### src/rtl/cpu_pkg.sv
// Shared CPU constants: bus widths, opcode map and fetch FSM state encoding.
package cpu_pkg;

  localparam int CPU_ADDR_W = 4;
  localparam int CPU_DATA_W = 8;
  localparam int CPU_OPC_W  = 4;

  localparam logic [CPU_OPC_W-1:0] OPC_NOP = 4'h0;
  localparam logic [CPU_OPC_W-1:0] OPC_LDA = 4'h1;
  localparam logic [CPU_OPC_W-1:0] OPC_ADD = 4'h2;
  localparam logic [CPU_OPC_W-1:0] OPC_SUB = 4'h3;
  localparam logic [CPU_OPC_W-1:0] OPC_STA = 4'h4;
  localparam logic [CPU_OPC_W-1:0] OPC_JMP = 4'h6;
  localparam logic [CPU_OPC_W-1:0] OPC_OUT = 4'hE;
  localparam logic [CPU_OPC_W-1:0] OPC_HLT = 4'hF;

  typedef enum logic [2:0] {
    S_IDLE    = 3'd0,
    S_ISSUE   = 3'd1,
    S_CAPTURE = 3'd2,
    S_VALID   = 3'd3,
    S_HALTED  = 3'd4
  } fetch_state_e;

endpackage

### src/rtl/prog_counter.sv
// Program counter: synchronous reset, load beats increment, wraps modulo 2^ADDR_W.
module prog_counter #(
  parameter int                ADDR_W   = 4,
  parameter logic [ADDR_W-1:0] RESET_PC = '0
) (
  input  logic              clk,
  input  logic              res,
  input  logic              load,
  input  logic              inc,
  input  logic [ADDR_W-1:0] load_addr,
  output logic [ADDR_W-1:0] pc
);

  always_ff @(posedge clk) begin
    if (res)       pc <= RESET_PC;
    else if (load) pc <= load_addr;
    else if (inc)  pc <= pc + ADDR_W'(1);
  end

endmodule

### src/rtl/instr_fetch.sv
// Instruction fetch sequencer: owns the PC, pulses a 1-cycle-latency memory read,
// latches the word into IR and offers it over valid/ready.
// Define FETCH_HLT_DETECT_EN to make the HLT opcode stop fetch (sticky until res).
module instr_fetch import cpu_pkg::*; #(
  parameter int                ADDR_W     = CPU_ADDR_W,
  parameter int                DATA_W     = CPU_DATA_W,
  parameter int                OPC_W      = CPU_OPC_W,
  parameter logic [ADDR_W-1:0] RESET_PC   = '0,
  parameter logic [OPC_W-1:0]  HLT_OPCODE = OPC_HLT
) (
  input  logic                    clk,
  input  logic                    res,
  input  logic                    run,
  output logic [ADDR_W-1:0]       ram_addr,
  output logic                    ram_en,
  input  logic [DATA_W-1:0]       ram_data,
  output logic                    instr_valid,
  input  logic                    instr_ready,
  output logic [OPC_W-1:0]        opcode,
  output logic [DATA_W-OPC_W-1:0] operand,
  output logic [ADDR_W-1:0]       pc,
  input  logic                    jump_en,
  input  logic [ADDR_W-1:0]       jump_addr,
  output logic                    halted
);

`ifdef FETCH_HLT_DETECT_EN
  localparam bit HLT_EN = 1'b1;
`else
  localparam bit HLT_EN = 1'b0;
`endif

  fetch_state_e      state, state_nxt;
  logic [DATA_W-1:0] ir;
  logic              hs, hlt_hit, pc_load, pc_inc;

  assign hs      = instr_valid & instr_ready;
  assign hlt_hit = HLT_EN && (ram_data[DATA_W-1 -: OPC_W] == HLT_OPCODE);
  assign pc_load = (state == S_VALID) && hs && jump_en;
  assign pc_inc  = (state == S_CAPTURE);

  prog_counter #(.ADDR_W(ADDR_W), .RESET_PC(RESET_PC)) u_pc (
    .clk       (clk),
    .res       (res),
    .load      (pc_load),
    .inc       (pc_inc),
    .load_addr (jump_addr),
    .pc        (pc)
  );

  always_ff @(posedge clk) begin
    if (res) state <= S_IDLE;
    else     state <= state_nxt;
  end

  always_comb begin
    state_nxt = state;
    case (state)
      S_IDLE:    if (run) state_nxt = S_ISSUE;
      S_ISSUE:   state_nxt = run ? S_CAPTURE : S_IDLE;
      S_CAPTURE: state_nxt = hlt_hit ? S_HALTED : S_VALID;
      S_VALID:   if (hs) state_nxt = run ? S_ISSUE : S_IDLE;
      S_HALTED:  state_nxt = S_HALTED;
      default:   state_nxt = S_IDLE;
    endcase
  end

  // A read is only launched if run is still high in ISSUE; otherwise it is abandoned.
  always_comb begin
    ram_en      = 1'b0;
    instr_valid = 1'b0;
    halted      = 1'b0;
    case (state)
      S_ISSUE:  ram_en      = run;
      S_VALID:  instr_valid = 1'b1;
      S_HALTED: halted      = HLT_EN;
      default:  ;
    endcase
  end

  always_ff @(posedge clk) begin
    if (res)                     ir <= '0;
    else if (state == S_CAPTURE) ir <= ram_data;
  end

  assign ram_addr = pc;
  assign opcode   = ir[DATA_W-1 -: OPC_W];
  assign operand  = ir[DATA_W-OPC_W-1:0];

endmodule

### config.mk
export PLATFORM = sky130hd
export DESIGN_NAME = instr_fetch
export DESIGN_NICKNAME = d
export VERILOG_FILES = /design/src/rtl/cpu_pkg.sv /design/src/rtl/prog_counter.sv /design/src/rtl/instr_fetch.sv
export SDC_FILE = /design/constraint.sdc
export NUM_CORES = 1
export LEC_CHECK = 0
export CORE_MARGIN = 2
export CORE_UTILIZATION = 34
export DETAILED_ROUTE_END_ITERATION = 7
export PLACE_DENSITY_LB_ADDON = 0.08
export REMOVE_ABC_BUFFERS = 1
export SYNTH_ARGS = -nofsm -noshare
export SYNTH_HDL_FRONTEND = slang
export SYNTH_SLANG_ARGS = --single-unit
### constraint.sdc
create_clock -name clk -period 1.5 [get_ports clk]
set_clock_uncertainty 0.05 [all_clocks]
set_input_delay 0.15 -clock clk [delete_from_list [all_inputs] [get_ports clk]]
set_output_delay 0.15 -clock clk [all_outputs]
set_load 0.05 [all_outputs]
==> results.toml <==
[run_status]
status = "finished, final reports clean"

[final_layout]
final-seq-area_um2 = 304
synth_to_final_area_change_pct = 78.3
fill_cells = 177
num-nets-final = 145
n_antenna_cell = 0
drive_gt1_share_pct = 34.1
multi_input_comb_area_um2 = 335

[synthesis]
register_bit_count_reported_by_yosys = 15
post-synth-top-area-cell = "sky130_fd_sc_hd__dfxtp_1"
syn_avg_cell_area_um2 = 8.19
synth.cell_area_um2 = 679
synth_cell_type_count = 26
synthCells = 83
synth_sequential_area_ratio_pct = 44.2
yosysTopAreaCellShare_pct = 44.2
yosys_warnings = 0
netlist_top_cells_area = "sky130_fd_sc_hd__dfxtp_1 (44%), sky130_fd_sc_hd__nand2_1 (10%), sky130_fd_sc_hd__a21oi_1 (7.4%)"

[global_routing]
grt_util_all_layers_pct = 16.3
grt_overflow_total = 0
wire_length_of_the_first_global_routing_pass_um = 2980
grt_start_max_net_pins = 9
first_global_vias = 676
antenna_found_initial = 0

[setup_path]
worst_path_largest_cell_delay_ns = 0.33
crit_path_start_kind = "register"
crit_path_max_fanout = 6
crit_chain = "buf_4 -> nand3b_1 -> inv_1 -> buf_6 -> buf_12"
regToRegSetupSlack_ns = 0.06
arrival_ns = 1.27
crit_required_ns = 1.30
critical_path.endpoint_type = "primary output"
crit_start = "state[2]$_SDFFE_PP0P_"
slowest_stage = "sky130_fd_sc_hd__dfxtp_2"
path_class = "reg -> out"
r2r-start = "state[0]$_SDFFE_PP0P_"

[worst_hold_path]
min_from = "ram_data[6]"
min_path_type = "in -> reg"

[drt]
detail_route.wirelength_um = 1860
viasPerCell = 4.81
routedWlPerCell_um = 12.2
drt_iter0_drc = 5
drt.antenna.violating_nets = 0
remaining_drc_errors = 0
detailroute.via_count = 736
total_iterations_of_the_first_detailed_routing_run = 3

[sta]
timing.final.max_slew_violations = 0
layout_worst_path_cycle_share_pct = 97.9
setup_viol = 0
timing.setup.tns_ns = 0
count_of_final_hold_check_violations = 0
finalWorstPathRequiredPeriod_ns = 1.47
maximum_achievable_frequency_mhz = 681

[floorplanning]
core_mm2 = 0.00192
die_area_mm2 = 0.00237
dieWidth_um = 48.7
fp.dieH_um = 48.7
initial_utilization_pct = 35.4
rows = 16
num_io_pins = 36

[clock_tree]
clock_latency_ns = 0.28
cts_buffers = 3
clock_path_buffers = 2
worst_setup_hold_path_clk_slew_ns = 0.08
tritoncts_num_sinks = 15
root_buffer = "sky130_fd_sc_hd__clkbuf_4"
cts_tree = "done"
ctsHtreeMaxLevel = 1
cts-hold-fix-buffers = 0

[placement]
routability_congestion_estimate = 0.745
detailed_place_hpwl_um = 1330
port_buffers = 34

[power_and_ir_drop]
power_uw = 861
total_power_per_unit_cell_area_mw_per_mm2 = 711
ir_drop_mv = 0.418
leakagePower_uw = 0.000486

[flow_run]
cap_violations = 0
final cells by class:
| class | count | area share, % |
|---|---|---|
| clock buffers | 4 | 2.17 |
| inverters | 4 | 1.24 |
| multi-input cells | 56 | 27.7 |
| flip-flops and latches | 15 | 25.1 |
| well taps | 27 | 2.79 |
| repair buffers | 47 | 41.0 |
cell usage in the layout (no fill, tap or decap), types with 2 or more instances in the layout:
master / instances
sky130_fd_sc_hd__clkbuf_4: 3
sky130_fd_sc_hd__o21ai_0: 2
sky130_fd_sc_hd__buf_12: 8
sky130_fd_sc_hd__clkdlybuf4s50_1: 16
sky130_fd_sc_hd__nor3_1: 3
sky130_fd_sc_hd__dfxtp_1: 12
sky130_fd_sc_hd__a21oi_1: 10
sky130_fd_sc_hd__nand2_1: 19
sky130_fd_sc_hd__inv_1: 4
sky130_fd_sc_hd__buf_4: 22
sky130_fd_sc_hd__a311oi_2: 2
sky130_fd_sc_hd__dfxtp_2: 3
sky130_fd_sc_hd__nand3_1: 2
worst paths after layout:
path | to | cells past startpoint
hold / removal | ir[6]$_SDFFE_PP0P_ | 3
hold reg to reg | ir[5]$_SDFFE_PP0P_ | 2
setup reg to reg | u_pc.pc[3]$_SDFFE_PP0P_ | 3
setup / recovery | instr_valid | 5
worst max-delay path, delay by kind of cell, from the launching register on:
kind / cells / cell delay (ns)
AND/OR/NAND/NOR: 1 / 0.18
buffers and inverters: 4 / 0.48
flip-flops: 1 / 0.33
metrics by stage:
| stage | hold WS, ns | setup slack (ns) | util [%] | cells | instance area, um2 |
|---|---|---|---|---|---|
| floorplan | 0.169 | -0.481 | - | 75 | 631 |
| global route | 0.366 | -0.0143 | 63.0 | 153 | 1210 |
| finish | 0.361 | 0.0312 | 63.0 | 153 | 1210 |
| global placement | 0.391 | 0.0495 | 59.8 | 148 | 1150 |
| detailed placement | 0.395 | 0.0150 | 59.8 | 148 | 1150 |
| CTS | 0.367 | 0.0282 | 61.7 | 153 | 1190 |
flip-flops by register name, summed over array words and instances (netlist names):
register  flops
ir            8
u_pc.pc       4
state         3
cell families after synthesis:
logic type,share of synthesized area (%)
and+or+nand+nor,26.2
AOI/OAI and AO/OA,16.6
DFF,44.2
buffers and inverters,9.39
xor gates and xnor gates,1.29
adders and majority gates,1.84
other,0.552
power breakdown:
group	leakage, uW	switching, uW	internal (uW)
Clock	0.0000150	126	103
Combinational	0.000348	109	104
Sequential	0.000123	7.28	412
timing repair:
item	in CTS	in global routing
endpoints found under the setup margin	2	3
gates resized for setup	1	8
pin swaps	0	4
buffers inserted	1	0
layer usage:
| layer | routed length [um] | up-vias | GRT usage [%] |
|---|---|---|---|
| met5 | 0 | - | 0 |
| met4 | 55 | 0 | 7.62 |
| li1 | - | 373 | - |
| met2 | 857 | 24 | 26.3 |
| met3 | 106 | 4 | 4.32 |
| met1 | 845 | 335 | 20.3 |
cell usage after synthesis (all sizes together):
| master | count |
|---|---|
| conb | 1 |
| clkbuf | 3 |
| a31oi | 1 |
| xnor2 | 1 |
| nor3 | 3 |
| dfxtp | 15 |
| o31ai | 1 |
| and4bb | 1 |
| o21ai | 3 |
| nand3b | 1 |
| nand3 | 2 |
| a2111oi | 1 |
| nand2 | 19 |
| o211ai | 1 |
| a21oi | 10 |
| or3 | 2 |
| nor2 | 1 |
| or3b | 1 |
| buf | 5 |
| nand4 | 1 |
| and3b | 1 |
| a311oi | 2 |
| nor4b | 1 |
| ha | 1 |
| inv | 4 |
| nor3b | 1 |
Power figures use the tool's default switching activity.
